### src/rtl/acc_pkg.sv
// Shared types, limits and sizing helpers for the frame accumulator.
package acc_pkg;

  typedef enum logic [1:0] {
    IDLE,
    ACCUM,
    HOLD
  } state_t;

  localparam logic signed [31:0] ACC_MAX = 32'sh7FFF_FFFF;
  localparam logic signed [31:0] ACC_MIN = 32'sh8000_0000;

  // Width of a counter that must hold the values 0..n inclusive.
  function automatic int cnt_w(input int n);
    return $clog2(n + 1);
  endfunction

endpackage

### src/rtl/I.sv
// Adder service interface: the accumulation step is taken from here.
interface I;

  task automatic adder(input int i_a, input int i_b, output int o_a);
    o_a = i_a + i_b;
  endtask

  modport P1 (import adder);

endinterface

### src/rtl/acc_sat_unit.sv
// Signed-overflow detection with optional saturation of a 32-bit sum.
module acc_sat_unit
  import acc_pkg::*;
#(
  parameter int SAT = 1
) (
  input  logic signed [31:0] base,
  input  logic signed [31:0] i_sum,
  input  logic signed [31:0] raw,
  output logic signed [31:0] next_acc,
  output logic               ovf
);

  // Overflow when both operands share a sign that the raw sum lost.
  always_comb begin
    ovf      = (base[31] == i_sum[31]) && (raw[31] != base[31]);
    next_acc = raw;
    if (ovf && (SAT != 0)) begin
      next_acc = base[31] ? ACC_MIN : ACC_MAX;
    end
  end

endmodule

### src/rtl/sum_accumulator.sv
// Accumulates frames of N_BEATS signed sums into one 32-bit total and
// holds the result until the downstream side takes it.
module sum_accumulator
  import acc_pkg::*;
#(
  parameter int N_BEATS = 4,
  parameter int SAT     = 1
) (
  input  logic                          i_clk,
  input  logic                          i_rst_n,
  I.P1                                  p1,
  input  logic                          i_valid,
  output logic                          o_ready,
  input  logic signed [31:0]            i_sum,
  input  logic                          i_flush,
  output logic                          o_valid,
  input  logic                          i_ready,
  output logic signed [31:0]            o_acc,
  output logic                          o_ovf,
  output logic [cnt_w(N_BEATS)-1:0]     o_count
);

  localparam int               CNT_W = cnt_w(N_BEATS);
  localparam logic [CNT_W-1:0] LAST  = CNT_W'(N_BEATS);
  localparam logic [CNT_W-1:0] ONE   = CNT_W'(1);

  if (N_BEATS < 1) begin : g_bad_n_beats
    $error("sum_accumulator: N_BEATS must be >= 1");
  end

  state_t                state_q, state_d;
  logic signed [31:0]    acc_q, acc_d;
  logic signed [31:0]    base, raw, sat_next, step_acc;
  logic                  ovf_q, ovf_d, beat_ovf;
  logic [CNT_W-1:0]      cnt_q, cnt_d, cnt_inc;
  logic                  accept;

  // Beat operand: running total inside a frame, zero when a frame starts.
  always_comb begin
    base = (state_q == ACCUM) ? acc_q : '0;
    raw  = '0;
    p1.adder(base, i_sum, raw);
  end

  acc_sat_unit #(
    .SAT (SAT)
  ) u_sat (
    .base     (base),
    .i_sum    (i_sum),
    .raw      (raw),
    .next_acc (sat_next),
    .ovf      (beat_ovf)
  );

  // Once a saturating frame has overflowed, the clamped total is frozen.
  always_comb begin
    step_acc = sat_next;
    if ((SAT != 0) && ovf_q) begin
      step_acc = acc_q;
    end
  end

  // State register and frame datapath, cleared asynchronously.
  always_ff @(posedge i_clk or negedge i_rst_n) begin
    if (!i_rst_n) begin
      state_q <= IDLE;
      acc_q   <= '0;
      ovf_q   <= 1'b0;
      cnt_q   <= '0;
    end else begin
      state_q <= state_d;
      acc_q   <= acc_d;
      ovf_q   <= ovf_d;
      cnt_q   <= cnt_d;
    end
  end

  // Next state: flush wins, HOLD restarts a frame when the result leaves.
  always_comb begin
    state_d = state_q;
    acc_d   = acc_q;
    ovf_d   = ovf_q;
    cnt_d   = cnt_q;
    cnt_inc = cnt_q + ONE;
    accept  = i_valid && o_ready;
    if (i_flush) begin
      state_d = IDLE;
      acc_d   = '0;
      ovf_d   = 1'b0;
      cnt_d   = '0;
    end else begin
      case (state_q)
        IDLE, HOLD: begin
          if (accept) begin
            state_d = (N_BEATS == 1) ? HOLD : ACCUM;
            acc_d   = sat_next;
            ovf_d   = beat_ovf;
            cnt_d   = ONE;
          end else if ((state_q == HOLD) && i_ready) begin
            state_d = IDLE;
            acc_d   = '0;
            ovf_d   = 1'b0;
            cnt_d   = '0;
          end
        end
        ACCUM: begin
          if (accept) begin
            acc_d = step_acc;
            ovf_d = ovf_q || beat_ovf;
            cnt_d = cnt_inc;
            if (cnt_inc == LAST) begin
              state_d = HOLD;
            end
          end
        end
        default: state_d = IDLE;
      endcase
    end
  end

  // Handshake outputs; a held result passes ready straight through.
  always_comb begin
    o_valid = (state_q == HOLD);
    o_ready = 1'b0;
    if (i_rst_n && !i_flush) begin
      o_ready = (state_q == HOLD) ? i_ready : 1'b1;
    end
    o_acc   = acc_q;
    o_ovf   = ovf_q;
    o_count = cnt_q;
  end

endmodule

### src/flat_wrapper.sv
// flat-port wrapper written by rule: the top's interface ports become plain ports
module sum_accumulator_flat import acc_pkg::*;
#(
  parameter int N_BEATS = 4,
  parameter int SAT     = 1
)
  (i_clk, i_rst_n, i_valid, o_ready, i_sum, i_flush, o_valid, i_ready, o_acc, o_ovf, o_count);
  I p1_i ();
  input  logic i_clk;
  input  logic i_rst_n;
  input  logic i_valid;
  output logic o_ready;
  input  logic signed [31:0] i_sum;
  input  logic i_flush;
  output logic o_valid;
  input  logic i_ready;
  output logic signed [31:0] o_acc;
  output logic o_ovf;
  output logic [cnt_w(N_BEATS)-1:0] o_count;
  sum_accumulator #(.N_BEATS(N_BEATS), .SAT(SAT)) u_core (.i_clk(i_clk), .i_rst_n(i_rst_n), .p1(p1_i), .i_valid(i_valid), .o_ready(o_ready), .i_sum(i_sum), .i_flush(i_flush), .o_valid(o_valid), .i_ready(i_ready), .o_acc(o_acc), .o_ovf(o_ovf), .o_count(o_count));
endmodule
### config.mk
export PLATFORM = sky130hd
export DESIGN_NAME = sum_accumulator_flat
export DESIGN_NICKNAME = d
export VERILOG_FILES = /design/src/rtl/acc_pkg.sv /design/src/rtl/I.sv /design/src/rtl/acc_sat_unit.sv /design/src/rtl/sum_accumulator.sv /design/src/flat_wrapper.sv
export SDC_FILE = /design/constraint.sdc
export NUM_CORES = 1
export LEC_CHECK = 0
export ABC_AREA = 1
export CELL_PAD_IN_SITES_DETAIL_PLACEMENT = 0
export CELL_PAD_IN_SITES_GLOBAL_PLACEMENT = 1
export CORE_ASPECT_RATIO = 0.5
export CORE_MARGIN = 4
export CORE_UTILIZATION = 41
export CTS_CLUSTER_SIZE = 40
export DETAILED_ROUTE_END_ITERATION = 16
export GPL_ROUTABILITY_DRIVEN = 0
export PLACE_DENSITY = 0.89
export REMOVE_ABC_BUFFERS = 1
export SYNTH_ARGS = -nofsm -noshare
export SYNTH_HDL_FRONTEND = slang
export SYNTH_HIERARCHICAL = 1
export SYNTH_SLANG_ARGS = --single-unit
### constraint.sdc
create_clock -name i_clk -period 5.8 [get_ports i_clk]
set_clock_uncertainty 0.15 [all_clocks]
set_input_delay 1.45 -clock i_clk [delete_from_list [all_inputs] [get_ports i_clk]]
set_output_delay 1.45 -clock i_clk [all_outputs]
set_load 0.01 [all_outputs]
# Word level (Yosys, flattened, before mapping)
# Cells that the tools add are included.
# word_totals
register_bits,38
latch_bits,0
ram_bits,0
mem_bits_ro,0
elab_cells,54
n_memories,0
# classes
add_sub_neg,2
multipliers,0
div_mod_pow,0
order_cmp,0
eq_ne,9
n_shift,0
muxes,27
bitwise,0
reduce_logical,12
# op_table
operator,n
$mux 32,8
$pmux 32 s2,1
$add 32x32->32,1
$mux 3,4
$mux 2,5
$mux 1,6
$ne 3x3->1 const B,2
$pmux 3 s2,1
$reduce_and 3->1,2
$logic_and 1x1->1,4
$ne 4x2->1 const B,1
$pmux 2 s2,1
$reduce_and 4->1,1
$add 3x1->3 const B,1
$eq 3x3->1 const B,1
$ne 3x2->1 const B,1
$reduce_bool 3->1,1
$eq 2x1->1 const B,1
$eq 2x2->1 const B,1
$logic_not 2->1,1
$pmux 1 s2,1
$reduce_or 2->1,1
$eq 1x1->1,1
$logic_not 1->1,1
other kinds (2),2

# Depth between registers and ports, before layout
# depth
ltp_word,10
depth_mapped,23

# By module
# The synthesis kept the hierarchy.
# modules_own_cells
mod,instances,cells_per_inst,area_per_inst_um2,seq_area_each_um2
sum_accumulator,1,746,4372.9,950.9
acc_sat_unit,1,77,367.9,0.0

# Least setup slack after synthesis
# OpenSTA, ideal clock, no wires.
# synth_timing
path_kind,input port to flip-flop
start,in i_sum[5]
end,reg u_core.ovf_q (netlist: u_core/o_ovf)
setup_ns,0.130
arrival_time_ns,3.166
t_required_ns,5.520
path_slack_ns,2.353
cell_stages,18
cell_sequence,ha_1 nand2_1 inv_1 a21oi_1 nand2_1 nand2_1 nand2_1 nand2_1 nand2_1 nand2_1 nand2_1 inv_2 nand2_2 nand2_4 buf_6 inv_1 a22oi_1 o21ai_0
# synth_via
elab_chain_cells,7
word_cells_on_any_way,8
cone_classes,1 x add/sub; 1 x eq/ne; 4 x mux; 2 x reduce/logical
# synth_rtl
element,line_no,rtl
start: declaration,flat_wrapper.sv:13,input logic signed [31:0] i_sum;
$add 32x32->32 (*),I.sv:5,o_a = i_a + i_b;
via u_core.raw[31],sum_accumulator.sv:33,"logic signed [31:0] base, raw, sat_next, step_acc;"
$ne 1x1->1 (*),acc_sat_unit.sv:16,ovf = (base[31] == i_sum[31]) && (raw[31] != base[31]);
$logic_and 1x1->1 (*),acc_sat_unit.sv:16,
via u_core.beat_ovf,sum_accumulator.sv:34,"logic ovf_q, ovf_d, beat_ovf;"
$logic_or 1x1->1,sum_accumulator.sv:109,ovf_d = ovf_q || beat_ovf;
$mux 1,sum_accumulator.sv:107,if (accept) begin
$pmux 1 s2 (*),sum_accumulator.sv:92,case (state_q)
$mux 1 (*),sum_accumulator.sv:86,if (i_flush) begin
end signal: assignment,sum_accumulator.sv:73,ovf_q <= ovf_d;
end: declaration,sum_accumulator.sv:34,
# The timed path passes the listed nets; every way through them passes the cells marked *. The select of a mux whose other input is x is not followed.
# A chain may end at the register's enable or synchronous reset.

# Worst setup path in the final report
# layout_timing
start,in i_flush
end,out o_ready
# layout_via
elab_chain_cells,3
# layout_rtl
element,line_no,rtl
start: declaration,flat_wrapper.sv:14,input logic i_flush;
$logic_not 1->1,sum_accumulator.sv:125,if (i_rst_n && !i_flush) begin
$logic_and 1x1->1,sum_accumulator.sv:125,
$mux 1,sum_accumulator.sv:125,
end: declaration,flat_wrapper.sv:12,output logic o_ready;
# Every way passes these cells.

==> impl_metrics.ini <==
[cts]
holdBufCountCts = 0
cts_setup_buffers = 0
cts_tree = yes
clock-sinks = 38
htreeDepth = 2
cts_buffers = 5
clk_pin_slew_ns = 0.07
cts_root_buf = clkbuf_16
postCtsResizedCells = 0
cts_buffer_depth = 2
clk_latency_ns = 0.29

[route]
wl_um = 12740
via_count = 4790
first_iter_violations = 306
post-route-drc-count = 0
antenna_left = 0
wl_per_cell_um = 12.33
viasPerCell = 4.637
firstDrtPassIters = 5

[place]
dpl_cell_area_um2 = 5497
place_inst = 1025
port_buffers = 74
pre_cts_ws_ns = 1.424
hpwlAfterDp_um = 9812

[pwr]
internal_power_w = 0.0006359
p_leak_nw = 3.251
seqPwrFrac = 0.314
ir_drop_v = 0.00008661
comb_power_share = 0.351
p_switching_w = 0.0003547
p_sw_frac = 0.3581
clockPowerShare = 0.335
power_density_nw_per_um2 = 174.8

[cells_and_area]
drive_above_1_share = 0.06982
diodes = 0
stdcell_area_um2 = 5667
register_area_um2 = 950.9
final_cell_mix = nand2_1 (367), inv_1 (151), nor2_1 (75), clkdlybuf4s50_1 (73), dfrtp_1 (38)
final_common_cell = nand2_1
nets = 958
area_growth_syn_to_layout_pct = 19.53
final_cells = 1033
fill_cells = 1206
multi_input_area_um2 = 3043

[floorplanning]
die_area_um2 = 13450
num_io_pins = 75
rows = 27
die_x_um = 160.1
chipHeight_um = 84.04
design.core.area_um2 = 11150
start_util = 0.4253

[timing]
drv_slew = 0
finalHoldViolCount = 0
fin_crit_sh = 0.7552
timing.final.crit_period_ns = 4.380
setup_violations = 0
fmax_mhz = 228.3
fin_ws_ns = 1.420
slew_headroom = 0.3858
setup_tns_ns = 0
worst-slew-pin-transition_ns = 0.9213
rsz0062_at_grt = no

[synthesis]
synth-seq-cells = 38
netlist_area_um2 = 4741
yosysWarningCount = 6
synth_cells = 823
synth.avg_cell_area_um2 = 5.760
ys_seq_area_frac = 0.2006
yosys.cell_types.count = 29

[worst_hold_path]
hold_depth = 2
worstHoldStart = u_core/o_acc[3]$_DFFE_PN0P_
hold_path_class = reg2reg

[global_routing]
grt_antenna_before_repair = 0
grt_pass1_wl_um = 21780
grt_max_degree = 65
grt_pass1_vias = 4450
track_usage = 0.1942
grt_remaining_overflow = 0

[worst_setup_path]
r2r_start = u_core/state_q[1]$_DFFE_PN0P_
critPathCaptureType = output port
critical-path-max-stage-delay_ns = 0.52
required_ns = 4.20
critPathBufInv = 4
cp.depth = 5
setup.worst_path.class = in2out
crit_arrival_ns = 2.78
startpoint = i_flush
worst_setup_path_start_kind = input port
critical-path-slowest-cell = clkdlybuf4s50_1
reg2reg_depth = 18
crit_fanout = 3
cp_cell_sequence = clkdlybuf4s50_1 > inv_1 > nand3_1 > inv_1 > clkdlybuf4s50_1
crit_family = buffers and inverters

[job]
cap_violations = 0

[outcome]
outcome = complete, no violations
cell usage after synthesis (all sizes together):
library cell  instances  area, um2
o211ai                1      7.510
xor2                 16      140.1
a21o                  1      7.510
a22oi                 1      7.510
fa                    1      20.02
nand4                 5      46.29
a21oi                22      110.1
buf                  18      168.9
o21ai                41      329.1
inv                 154      578.1
dfrtp                38      950.9
nand3                29      162.7
ha                   33      412.9
o21bai                2      15.01
nor3                  5      25.02
xnor2                 1      8.760
nand2               379       1458
nor2                 76      292.8
registers in the layout (all words and copies together), names as in the netlist:
| signal | flops |
|---|---|
| u_core/o_acc | 32 |
| u_core/o_count | 3 |
| u_core/state_q | 2 |
| u_core/o_ovf | 1 |
worst reg2reg max path, cell delays in order (launching register included):
cell and delay (ns):
dfrtp_1 0.46, inv_2 0.07, nand2_2 0.57, nor2_1 0.10
ha_1 0.42, nand2_1 0.11, nand3_1 0.15, nand2_1 0.07
nand2_1 0.12, nand2_1 0.07, nand2_1 0.12, nand2_1 0.09
nand2_1 0.06, nand2_1 0.04, nand2_1 0.14, nand2_2 0.44
nand2_1 0.24, nand2_1 0.08, o21ai_2 0.16
routing by layer:
metal,wire (um),vias up,global-route usage
li1,-,2587,-
met4,78,0,0.02810
met5,0,-,0
met3,664,7,0.02812
met1,6801,2090,0.2914
met2,5196,106,0.3002
cells by family (layout without fill, tap and decap cells):
group,after synthesis,count (layout),synth area share
flip-flops,38,38,0.2006
XOR/XNOR,17,17,0.03141
AO/OA/AOI/OAI,68,68,0.1006
buffers and inverters,172,237,0.1576
adder cells (fa/ha/maj),34,34,0.09132
AND/OR/NAND/NOR,494,494,0.4186
power groups by stage:
stage / sequential [W] / clock [W] / combinational, W
after CTS: 0.000312 / 0.000340 / 0.000352
after detailed placement: 0.000316 / 0 / 0.000349
final: 0.000312 / 0.000332 / 0.000348
after floorplan: 0.000325 / 0 / 0.000201
after global routing: 0.000316 / 0.000353 / 0.000392
after global placement: 0.000316 / 0 / 0.000346
per-stage QoR:
stage / power [W] / util / hold WS, ns
after floorplan: 0.0005261 / - / 0.3676
after global placement: 0.0006619 / 0.4930 / 0.3401
after detailed placement: 0.0006656 / 0.4930 / 0.3439
after CTS: 0.001003 / 0.5083 / 0.3611
after global routing: 0.001061 / 0.5083 / 0.3882
final: 0.0009906 / 0.5083 / 0.3574
worst paths after layout:
path	slack, ns	to
worst max-delay path	1.42	o_ready
worst min-delay path	0.36	u_core/o_acc[3]$_DFFE_PN0P_
worst max register to register	2.04	u_core/o_acc[24]$_DFFE_PN0P_
worst min register to register	0.36	u_core/o_acc[3]$_DFFE_PN0P_
max in group asynchronous	3.87	u_core/o_acc[15]$_DFFE_PN0P_
min in group asynchronous	1.23	u_core/o_acc[26]$_DFFE_PN0P_
cell type report:
class,instances,area share
Tap cell,145,0.03202
Timing Repair Buffer,75,0.1312
Clock buffer,5,0.02208
Clock inverter,3,0.007949
Inverter,154,0.1020
Multi-Input combinational cell,613,0.5370
Sequential cell,38,0.1678
(Power assumes the default switching activity.)
